**src/rtl/sensor_acude.sv**
```systemverilog
// Water-level sensor conditioner: classifies valid samples, requires CONFIRM matching
// classifications before changing the output code, and forces the fault code after TIMEOUT idle cycles.
// Optional hysteresis around the current output code is compiled in with SENSOR_HISTERESE_EN.
module sensor_acude #(
   parameter int unsigned CONFIRM = 4,
   parameter int unsigned TIMEOUT = 1000
) (
   input  logic       clk_2,
   input  logic       reset,
   input  logic [6:0] nivel,
   input  logic       nivel_valido,
   output logic [1:0] sensor,
   output logic       mudou
);

   localparam logic [3:0]  CONFIRM_C = 4'(CONFIRM);
   localparam logic [15:0] TIMEOUT_C = 16'(TIMEOUT);

   localparam logic [1:0] CLS_DEFEITO = 2'b11;
   localparam logic [1:0] CLS_BAIXO   = 2'b10;
   localparam logic [1:0] CLS_NORMAL  = 2'b01;
   localparam logic [1:0] CLS_ALTO    = 2'b00;

   typedef enum logic [1:0] {
      INIT      = 2'd0,
      ESTAVEL   = 2'd1,
      CANDIDATO = 2'd2
   } state_t;

   state_t      state_q, state_d;
   logic [1:0]  sensor_q, sensor_d;
   logic        mudou_q, mudou_d;
   logic [1:0]  cand_q, cand_d;
   logic [3:0]  count_q, count_d;
   logic [15:0] idle_q, idle_d;

   logic [1:0]  sampleClass;
   logic        trackCand;
   logic [1:0]  candVal;
   logic [3:0]  candCnt;

   function automatic logic [1:0] classify(input logic [6:0] value);
      logic [1:0] cls;
      if (value > 7'd100)
         cls = CLS_DEFEITO;
      else if (value <= 7'd30)
         cls = CLS_BAIXO;
      else if (value <= 7'd80)
         cls = CLS_NORMAL;
      else
         cls = CLS_ALTO;
      return cls;
   endfunction

`ifdef SENSOR_HISTERESE_EN
   // Widened bands around the current code; a sample inside the band keeps the current class.
   function automatic logic [1:0] applyHysteresis(input logic [6:0] value,
                                                  input logic [1:0] baseCls,
                                                  input logic [1:0] current);
      logic [1:0] cls;
      cls = baseCls;
      if (baseCls != CLS_DEFEITO) begin
         case (current)
            CLS_NORMAL: begin
               if (baseCls == CLS_BAIXO && value > 7'd28)
                  cls = CLS_NORMAL;
               else if (baseCls == CLS_ALTO && value < 7'd83)
                  cls = CLS_NORMAL;
            end
            CLS_BAIXO: begin
               if (baseCls == CLS_NORMAL && value < 7'd33)
                  cls = CLS_BAIXO;
            end
            CLS_ALTO: begin
               if (baseCls == CLS_NORMAL && value > 7'd78)
                  cls = CLS_ALTO;
            end
            default: cls = baseCls;
         endcase
      end
      return cls;
   endfunction
`endif

   always_comb begin
      sampleClass = classify(nivel);
`ifdef SENSOR_HISTERESE_EN
      if (state_q != INIT)
         sampleClass = applyHysteresis(nivel, classify(nivel), sensor_q);
`endif
   end

   always_ff @(posedge clk_2 or posedge reset) begin
      if (reset) begin
         state_q  <= INIT;
         sensor_q <= CLS_DEFEITO;
         mudou_q  <= 1'b0;
         cand_q   <= 2'b00;
         count_q  <= 4'd0;
         idle_q   <= 16'd0;
      end else begin
         state_q  <= state_d;
         sensor_q <= sensor_d;
         mudou_q  <= mudou_d;
         cand_q   <= cand_d;
         count_q  <= count_d;
         idle_q   <= idle_d;
      end
   end

   // Each state only decides which candidate/count a valid sample produces; the commit
   // check is shared so CONFIRM = 1 commits straight from INIT or ESTAVEL.
   always_comb begin
      state_d   = state_q;
      sensor_d  = sensor_q;
      mudou_d   = 1'b0;
      cand_d    = cand_q;
      count_d   = count_q;
      idle_d    = idle_q;
      trackCand = 1'b0;
      candVal   = cand_q;
      candCnt   = count_q;

      if (nivel_valido) begin
         idle_d = 16'd0;
         case (state_q)
            INIT: begin
               trackCand = 1'b1;
               candVal   = sampleClass;
               candCnt   = 4'd1;
            end
            ESTAVEL: begin
               if (sampleClass != sensor_q) begin
                  trackCand = 1'b1;
                  candVal   = sampleClass;
                  candCnt   = 4'd1;
               end
            end
            CANDIDATO: begin
               if (sampleClass == cand_q) begin
                  trackCand = 1'b1;
                  candVal   = cand_q;
                  candCnt   = count_q + 4'd1;
               end else if (sampleClass == sensor_q) begin
                  state_d = ESTAVEL;
                  count_d = 4'd0;
               end else begin
                  trackCand = 1'b1;
                  candVal   = sampleClass;
                  candCnt   = 4'd1;
               end
            end
            default: begin
               state_d = INIT;
               count_d = 4'd0;
            end
         endcase

         if (trackCand) begin
            cand_d = candVal;
            if (candCnt >= CONFIRM_C) begin
               sensor_d = candVal;
               mudou_d  = (candVal != sensor_q);
               state_d  = ESTAVEL;
               count_d  = 4'd0;
            end else begin
               state_d = CANDIDATO;
               count_d = candCnt;
            end
         end
      end else begin
         idle_d = (idle_q >= TIMEOUT_C) ? TIMEOUT_C : idle_q + 16'd1;
         if (idle_d == TIMEOUT_C) begin
            sensor_d = CLS_DEFEITO;
            mudou_d  = (sensor_q != CLS_DEFEITO);
            state_d  = INIT;
            cand_d   = 2'b00;
            count_d  = 4'd0;
         end
      end
   end

   assign sensor = sensor_q;
   assign mudou  = mudou_q;

endmodule

```
**config.mk**
```make
export PLATFORM = sky130hd
export DESIGN_NAME = sensor_acude
export DESIGN_NICKNAME = d
export VERILOG_FILES = /design/src/rtl/sensor_acude.sv
export SDC_FILE = /design/constraint.sdc
export NUM_CORES = 1
export LEC_CHECK = 0
export ABC_CLOCK_PERIOD_IN_PS = 2950
export BUFFER_PORTS_ARGS = -buffer_cell sky130_fd_sc_hd__buf_2
export CAP_MARGIN = 20
export CORE_MARGIN = 4
export CORE_UTILIZATION = 39
export DETAILED_ROUTE_END_ITERATION = 6
export SKIP_CTS_REPAIR_TIMING = 1
export SYNTH_ARGS = -nofsm -noshare
export SYNTH_HDL_FRONTEND = slang
export SYNTH_SLANG_ARGS = --single-unit
```
**constraint.sdc**
```tcl
create_clock -name clk_2 -period 2.95 [get_ports clk_2]
set_input_delay 0.1475 -clock clk_2 [delete_from_list [all_inputs] [get_ports clk_2]]
set_output_delay 0.1475 -clock clk_2 [all_outputs]
set_load 0.005 [all_outputs]
```
==> metrics list <==
- The run finished with clean final reports.
* Met2 routed WL: 1550 µm
- IR analysis of the VDD net gives a maximum drop of 228 µV.
- The worst path in the final design needs a cycle of 2.46 ns, including I/O delays and setup.
* Power per cell area: 406 nW/µm²
- In the global route stage, overall resource usage came out at 0.132.
- Number of global-route vias before repair: 1,316
- After filler insertion, the fill cell instance count of the layout stands at 387.
- The detailed router finished its first iteration with 31 violations.
- STA classifies the critical path endpoint as a register.
- The analysis attributes to cell leakage a power of 0.000790 µW.
- In the post-synthesis netlist, the biggest area contributors are dfrtp_1, nand2_1, dfstp_2.
* Top cells by instance count after synthesis: dfrtp_1, nand2_1, nor2_1, inv_1, a21oi_1
- After layout, the worst setup slack is 0.486 ns.
- Average wire length per cell after detail routing: 13.7 µm
- Highest attainable clock frequency: 0.406 GHz
* Root buf cell: clkbuf_8
- Data on the critical path is required at its endpoint by 3.12 ns.
* Clock slew at reported path FFs: 0.10 ns
- Once detailed placement completed, the half-perimeter wirelength came to 2460 µm.
- Clk_skew: 0.00977 ns
* DRC violation count after routing: 0
- Entering global routing, the biggest net connects 28 pins.
* Routed met1 length: 1490 µm
- Total number of placement rows: 23
* Detail Route met3 WL: 148 µm
* Worst slew margin relative to its limit: 0.633
- Maximum fanout count along the critical path: 6
- Final setup violation count: 0
* Synthesized area: 1630 µm²
- Of the post-synthesis cell area, the dominant cell type holds 0.383.
- Summed over all failing endpoints, the final setup total negative slack is 0 ns.
* Number of buffers created by CTS: 3
* Arr. time, crit path: 2.63 ns
- Yosys cell types: 55
* Post-synthesis average cell area: 9.84 µm²
* Largest family of logic cells by synthesized area: simple AND/OR/NAND/NOR gates
* Worst min-delay path class: in -> reg
- Post-synthesis share of cell area spent on xor and xnor gates: 0.0375
* Fraction of synthesized area in multiplexers: 0.0207
- For this design, the sink count on the clock tree is 27.
* TritonCTS clock tree: done
- Part of the cycle the worst path needs: 0.835
- The initial antenna violation count is 0.
- Warning count from the yosys run: 0
- Drt pass-1 iters: 4
- Ant diodes: 0
- The first global-routing pass estimated 5580 µm of wire.
- Share of flip-flops with an asynchronous set or reset: 1.00
- The detailed router placed 1,296 vias in this run.
- Proportion of layout cells with a drive suffix above 1: 0.222
* Count of nets left with antenna violations after detail routing: 0
- Total routed wirelength: 3230 µm
- The complex-gate fraction of the synthesized area came to 0.193.
- Counting along the longest clock path gives a buffer depth of 2.
* Critical setup path kind: reg -> reg
- Post-synthesis simple-gate area fraction: 0.248
- Clock latency on the worst-skew pair, taken at its later pin, is 0.27 ns.
- The count of buffers added on input and output ports is 12.
* Dpl ws: 0.474 ns
* Most frequent cell after synthesis: dfrtp_1
* Die W: 72.7 µm
- The final layout contains 199 nets.
* P&R area growth vs syn: 12.6%
* Arithmetic-cell share of the synthesized area counting full adders, half adders and majority gates: 0.0437
- The tool flagged a number of max-cap violations equal to 0.
- Number of ports placed on the die boundary: 13
- Number of enable-type register cells in the synthesized netlist: 0
- In this run, synthesis produced a sequential element count of 27.
* Area taken by flip-flops and latches: 678 µm²
* Sequential fraction of the synthesis area: 0.415
- Summing all multi-input logic gate instances after layout gives 910 µm².
- Gate count of the mapped netlist: 166
* Actual slew at the worst max-slew pin: 0.546 ns
- Setup repair after global routing left no endpoint under its margin.
- The congestion estimate from routability-driven global placement came to 0.820.
- The floorplan step defined a die boundary enclosing 5290 µm².
- Number of slew-limit violations in the final report: 0
* Overflow left after global routing: 0
- The die is 72.7 µm tall.
- Via density per instance: 5.51
* Synth area leader: dfrtp_1
- The total count of hold-check failures in the final report came to 0.
* Core region area: 4030 µm²
- Number of H-tree levels: 1
* Commonest register cell after synthesis: dfrtp_1
* Starting Density: 0.405
- Top Metal Used: met4
* Crit path launch type: register
## area by class of cell
cell class	instances	share of cell area
clock inverters	1	0.00408
repair buffers	14	0.0531
flip-flops and latches	27	0.369
well taps	50	0.0340
multi-input cells	129	0.495
inverters	11	0.0225
clock buffers	3	0.0225
## layout by cell type (no fill, tap or decap), types with 4 or more instances in the layout
cell type  synthesis  routed
nor2b_1            4       4
dfrtp_1           25      25
and2_1             4       4
nor2_1            14      14
nand2_1           15      15
conb_1             1       6
inv_1             11      11
nor3_1             5       5
o21ai_0            6       6
a21oi_1            7       7
buf_2              0      12
xor2_1             4       4
## worst max-delay path: stages (launching register included)
cell and delay, ns:
dfrtp_1 0.45, ha_1 0.30, xor2_1 0.18, nor2_1 0.10, nand4_1 0.09, or4_1 0.52, a21oi_2 0.27, a21oi_1 0.14
a211o_1 0.32
## per-stage QoR
stage | instances | utilization | power [µW] | instance area [µm²] | hold WS, ns
CTS | 233 | 0.447 | 746 | 1800 | 0.122
global placement | 229 | 0.435 | 534 | 1750 | 0.411
finish | 235 | 0.456 | 746 | 1840 | 0.220
detailed placement | 229 | 0.435 | 539 | 1750 | 0.426
floorplan | 171 | - | 508 | 1650 | 0.199
global route | 235 | 0.456 | 787 | 1840 | 0.251
## sequential cells by signal, summed over array words and instances (netlist names)
name     cells
mudou        1
count_q      4
idle_q      16
state_q      2
sensor       2
cand_q       2
## per-layer routing
| layer | vias to the layer above | track usage |
|---|---|---|
| met5 | - | 0 |
| met4 | 0 | 0.0635 |
| met3 | 4 | 0.0193 |
| met2 | 30 | 0.221 |
| met1 | 629 | 0.166 |
| li1 | 633 | - |
## cells by family after synthesis
logic type | after synthesis
AOI/OAI and AO/OA | 39
xor gates and xnor gates | 7
adders and majority gates | 6
buffers and inverters | 15
DFF | 27
muxes | 3
other | 1
and+or+nand+nor | 68
## power breakdown
| group | switching, µW | leakage, µW | internal [µW] |
|---|---|---|---|
| registers | 22.1 | 0.000336 | 389 |
| clock network | 113 | 0.0000217 | 95.7 |
| logic | 68.3 | 0.000432 | 57.5 |
## final timing paths
kind                                           from                     end  slack (ns)  cells past startpoint
worst max-delay path            idle_q[0]$_DFF_PP0_  state_q[0]$_DFFE_PP0P_        0.49                      8
worst min-delay path                   nivel_valido     idle_q[5]$_DFF_PP0_        0.22                      2
worst max register to register  idle_q[0]$_DFF_PP0_  state_q[0]$_DFFE_PP0P_        0.49                      8
worst min register to register  idle_q[0]$_DFF_PP0_     idle_q[0]$_DFF_PP0_        0.55                      1
max in group asynchronous                     reset   sensor[0]$_DFFE_PP1P_        2.18                      4
min in group asynchronous                     reset     idle_q[1]$_DFF_PP0_        0.33                      3
Power figures use the tool's default switching activity.
